## src/rtl/fifo_sp2b.sv

```systemverilog
// Synchronous FIFO on two single-port RAM banks (even/odd addresses), with valid/ready on both sides.
// A one-entry pending-write register absorbs read/write bank collisions; a 2-entry output buffer hides read latency.
module fifo_sp2b #(
   parameter int DATA_WIDTH = 8,
   parameter int FIFO_DEPTH = 16,
   parameter int ADDR_WIDTH = $clog2(FIFO_DEPTH)
) (
   input  logic                  clk,
   input  logic                  rst_n,
   input  logic                  s_valid,
   output logic                  s_ready,
   input  logic [DATA_WIDTH-1:0] s_data,
   output logic                  m_valid,
   input  logic                  m_ready,
   output logic [DATA_WIDTH-1:0] m_data,
   output logic [ADDR_WIDTH:0]   count,
   output logic                  full,
   output logic                  empty
);

   localparam int ROW_W = ADDR_WIDTH - 1;
   localparam int ROWS  = FIFO_DEPTH / 2;
   localparam logic [ADDR_WIDTH:0] FULL_CNT = (ADDR_WIDTH+1)'(FIFO_DEPTH);

   logic [ADDR_WIDTH:0]   wptr, rptr, cptr;
   logic                  pend_valid, pend_bank;
   logic [ROW_W-1:0]      pend_row;
   logic [DATA_WIDTH-1:0] pend_data;
   logic                  inflight, inflight_bank;
   logic [1:0]            obuf_cnt;
   logic [DATA_WIDTH-1:0] obuf0, obuf1;

   logic                  push, pop, rd_issue, push_collide;
   logic                  push_bank, rd_bank;
   logic [ROW_W-1:0]      push_row, rd_row;
   logic [2:0]            occ_next;
   logic [DATA_WIDTH-1:0] cap_data;

   assign full    = (count == FULL_CNT);
   assign empty   = (count == '0);
   assign s_ready = ~full;
   assign m_valid = (obuf_cnt != 2'd0);
   assign m_data  = obuf0;

   assign push = s_valid & s_ready;
   assign pop  = m_valid & m_ready;

   // Entries in the pending register are not yet in RAM, so reads stop short of them.
   assign cptr      = wptr - {{ADDR_WIDTH{1'b0}}, pend_valid};
   assign occ_next  = {1'b0, obuf_cnt} + {2'b00, inflight} - {2'b00, pop};
   assign rd_issue  = (rptr != cptr) && (occ_next < 3'd2);
   assign rd_bank   = rptr[0];
   assign rd_row    = rptr[ADDR_WIDTH-1:1];
   assign push_bank = wptr[0];
   assign push_row  = wptr[ADDR_WIDTH-1:1];
   assign push_collide = push && rd_issue && (push_bank == rd_bank);

   for (genvar g = 0; g < 2; g++) begin : g_bank
      localparam logic B = 1'(g);
      logic [DATA_WIDTH-1:0] mem [ROWS];
      logic [DATA_WIDTH-1:0] dout;
      logic                  en, we;
      logic [ROW_W-1:0]      row;
      logic [DATA_WIDTH-1:0] wdata;

      // A pending write never targets the read bank: consecutive reads alternate banks.
      always_comb begin
         en    = 1'b0;
         we    = 1'b0;
         row   = '0;
         wdata = '0;
         if (rd_issue && rd_bank == B) begin
            en  = 1'b1;
            row = rd_row;
         end else if (pend_valid && pend_bank == B) begin
            en    = 1'b1;
            we    = 1'b1;
            row   = pend_row;
            wdata = pend_data;
         end else if (push && !push_collide && push_bank == B) begin
            en    = 1'b1;
            we    = 1'b1;
            row   = push_row;
            wdata = s_data;
         end
      end

      always_ff @(posedge clk) begin
         if (en) begin
            if (we) mem[row] <= wdata;
            else    dout     <= mem[row];
         end
      end
   end

   assign cap_data = inflight_bank ? g_bank[1].dout : g_bank[0].dout;

   always_ff @(posedge clk or negedge rst_n) begin
      if (!rst_n) begin
         wptr          <= '0;
         rptr          <= '0;
         count         <= '0;
         pend_valid    <= 1'b0;
         pend_bank     <= 1'b0;
         pend_row      <= '0;
         pend_data     <= '0;
         inflight      <= 1'b0;
         inflight_bank <= 1'b0;
         obuf_cnt      <= 2'd0;
         obuf0         <= '0;
         obuf1         <= '0;
      end else begin
         if (push)     wptr <= wptr + 1'b1;
         if (rd_issue) rptr <= rptr + 1'b1;

         inflight      <= rd_issue;
         inflight_bank <= rd_bank;

         pend_valid <= push_collide;
         if (push_collide) begin
            pend_data <= s_data;
            pend_row  <= push_row;
            pend_bank <= push_bank;
         end

         case ({push, pop})
            2'b10:   count <= count + 1'b1;
            2'b01:   count <= count - 1'b1;
            default: ;
         endcase

         // Capture never sees a full buffer: reads issue only when there is room for the result.
         case ({inflight, pop})
            2'b01: begin
               obuf0    <= obuf1;
               obuf_cnt <= obuf_cnt - 2'd1;
            end
            2'b10: begin
               if (obuf_cnt == 2'd0) obuf0 <= cap_data;
               else                  obuf1 <= cap_data;
               obuf_cnt <= obuf_cnt + 2'd1;
            end
            2'b11: begin
               if (obuf_cnt == 2'd1) begin
                  obuf0 <= cap_data;
               end else begin
                  obuf0 <= obuf1;
                  obuf1 <= cap_data;
               end
            end
            default: ;
         endcase
      end
   end

endmodule

```

## config.mk

```make
export PLATFORM = sky130hd
export DESIGN_NAME = fifo_sp2b
export DESIGN_NICKNAME = d
export VERILOG_FILES = /design/src/rtl/fifo_sp2b.sv
export SDC_FILE = /design/constraint.sdc
export NUM_CORES = 1
export LEC_CHECK = 0
export ABC_AREA = 1
export BUFFER_PORTS_ARGS = -buffer_cell sky130_fd_sc_hd__buf_2
export CORE_MARGIN = 5
export CORE_UTILIZATION = 56
export CTS_BUF_LIST = sky130_fd_sc_hd__clkbuf_4
export CTS_CLUSTER_DIAMETER = 150
export CTS_CLUSTER_SIZE = 14
export DETAILED_ROUTE_END_ITERATION = 10
export PLACE_DENSITY = 0.78
export SLEW_MARGIN = 20
export SYNTH_ARGS = -nofsm -noshare
export SYNTH_HDL_FRONTEND = slang
export SYNTH_SLANG_ARGS = --single-unit
```

## constraint.sdc

```tcl
create_clock -name clk -period 6.1 [get_ports clk]
set_clock_uncertainty 0.1 [all_clocks]
set_input_delay 0.305 -clock clk [delete_from_list [all_inputs] [get_ports clk]]
set_output_delay 0.305 -clock clk [all_outputs]
set_load 0.05 [all_outputs]
```

==> flow_summary_export.csv <==
group,metric,value,unit
grt,grt_pass1_wl,30100,um
routing,via_per_inst,5.32,
grt,grt_usage,20.8,%
logic_synthesis,yosysTopAreaCell,"edfxtp_1",
floorplan,start_util,57.4,%
timing,rsz0062_at_grt,"false",
cts,postCtsHoldBufs,10,
floorplan,die_h,138,um
logic_synthesis,ys_top_cells_by_count,"nand2_1, edfxtp_1, inv_1",
cells_and_area,drive_above_1_share,12.7,%
logic_synthesis,ys_ff_latch,192,
timing,setup_viol,0,
routing,postRouteAntennaNets,0,
cts,cts_resized,0,
cells_and_area,fillers,1320,
outcome,outcome,"completed",
cts,cts_tree,"done",
place,portBuffers,28,
cts,clk_pin_slew,150,ps
logic_synthesis,avgSynthCellArea,9.92,um2
logic_synthesis,synthArstFlopShare,25.0,%
routing,drtIter0Drc,556,
place,place_congestion,0.844,
logic_synthesis,yosysWarnings,0,
cts,cts_buffers,17,
cts,post_cts_buffers,0,
cts,root_buffer,"clkbuf_4",
logic_synthesis,synth_most_common_cell,"nand2_1",
logic_synthesis,synth_area,9160,um2
timing,tns,0,ps
routing,dr.pass1.iters,5,
critical_path,cp_data_required_time,6470,ps
cells_and_area,area_growth,7.08,%
critical_path,worstSetupPathType,"reg -> reg",
timing,relSlewSlack,30.1,%
routing,route.detailed.drc,0,
routing,via_count,6270,
logic_synthesis,synth_top_cells_by_area,"edfxtp_1, dfrtp_1, nand2_1",
logic_synthesis,synth_top_flop_cell,"edfxtp_1",
cells_and_area,layout.nets,974,
grt,grt_max_degree,49,
cts,cts.sinks,192,
logic_synthesis,synth_top_area_share,47.2,%
critical_path,reg2reg_from,"obuf_cnt[1]",
min_path,worstHoldStart,"m_ready",
timing,finalHoldViolCount,0,
timing,min_period,4410,ps
timing,tightest_slew,1040,ps
critical_path,end_kind,"flop",
critical_path,worstSetupStartpoint,"obuf_cnt[1]",
routing,wl,18700,um
floorplan,num_io_pins,29,
grt,overflow,0,
cts,clock_latency,610,ps
logic_synthesis,synth_cell_type_count,45,
logic_synthesis,syn_nets,948,
floorplan,rows,46,
timing,timing.fmax,0.227,GHz
timing,fin_crit_sh,72.4,%
grt,grt_pass1_vias,5973,
job,maxCapViolations,0,
logic_synthesis,synth_seq_area_share,60.3,%
critical_path,arrival,4790,ps
grt,antenna_found_initial,1,
critical_path,start_kind,"flop",
critical_path,path_max_fanout,33,
floorplan,dieWidth,138,um
place,hpwl,12400,um
logic_synthesis,synthCells,923,
floorplan,die-area,19000,um2
floorplan,core_area,15900,um2
cts,h-tree-depth,4,
min_path,hp-class,"in -> reg",
routing,wl_per_cell,15.8,um
logic_synthesis,synth_edf_count,144,
timing,drv_slew,0,
cts,max-clock-path-buffers,2,
[per-layer routing]
| layer | global-route usage (%) | share of wire [%] |
|---|---|---|
| met5 | 0 | 0 |
| met4 | 7.24 | 1.4 |
| met3 | 3.56 | 5.5 |
| met2 | 35.7 | 50 |
| met1 | 26.9 | 43 |
[cells in the final DEF (no fill, tap or decap), drive strengths merged, types with 2 or more instances in the layout]
cell type,synthesis,final
nand2,299,299
edfxtp,144,144
inv,116,123
nand3,74,74
nor2,55,55
dfrtp,48,48
o21ai,37,37
nand3b,33,33
buf,23,29
clkbuf,9,17
a211oi,12,12
ha,11,11
dlygate4sd3,0,10
a21oi,10,10
or2,9,9
mux2,8,8
xor2,8,8
a31oi,8,8
clkinv,0,5
nor3,4,4
o211ai,4,4
xnor2,3,3
nand4,3,3
fa,2,2
bufinv,0,2
[path summary, 6_finish.rpt]
path	to	slack [ps]	cells past startpoint
worst max-delay path	g_bank[0].dout[1]	1690	19
worst min-delay path	obuf_cnt[0]	120	4
worst max register to register	g_bank[0].dout[1]	1690	19
worst min register to register	pend_data[5]	440	2
max in group asynchronous	obuf1[0]	5240	3
min in group asynchronous	count[1]	210	3
[logic make-up after synthesis]
kind of cell | share of synthesized area (%)
DFF | 60.3
and+or+nand+nor | 23.6
xor gates and xnor gates | 1.05
adders and majority gates | 1.94
muxes | 0.984
AOI/OAI and AO/OA | 5.19
buffers and inverters | 6.89
[metrics by stage]
stage,util (%),hold WS [ps],worst slack [ps],std cells,instance area [um2]
detailed placement,58.9,357,1440,1136,9390
CTS,61.4,103,1420,1178,9790
global placement,58.9,343,1560,1136,9390
floorplan,-,-90.6,2000,923,9160
finish,61.5,122,1690,1179,9810
global route,61.5,128,1260,1179,9810
[sequential cells by signal, indices dropped and copies added (netlist names), 2 cells and up]
| name | count |
|---|---|
| g_bank.mem | 128 |
| g_bank.dout | 16 |
| m_data | 8 |
| obuf1 | 8 |
| pend_data | 8 |
| count | 5 |
| rptr | 5 |
| wptr | 5 |
| pend_row | 3 |
| obuf_cnt | 2 |
[critical path, stage by stage, from the launching register on]
cell and delay, ps:
dfrtp_1 420, inv_1 110, ha_1 210, inv_1 80, nand2_1 100, nor2_1 170
o21ai_0 140, fa_1 490, o21ai_0 90, a21oi_2 270, nand2_4 110, nor2_2 380
nand2_2 530, nand2_4 520, nand2_1 90, nand2_1 80, nand2_1 80, nand2_1 100
nand2_1 50, nand2_1 110
[final cells by class]
| class | instances | area, um2 | area share [%] |
|---|---|---|---|
| Antenna cell | 1 | 2.50 | 0.0255 |
| Inverter | 116 | 443 | 4.52 |
| Clock buffer | 17 | 128 | 1.30 |
| Multi-Input combinational cell | 583 | 3020 | 30.8 |
| Sequential cell | 192 | 5530 | 56.3 |
| Timing Repair Buffer | 39 | 248 | 2.53 |
| Clock inverter | 15 | 173 | 1.76 |
| Tap cell | 216 | 270 | 2.76 |
Power is left out: the tool's default activity adds up to more than one toggle a clock period on the data nets, which glitch-free logic cannot reach.
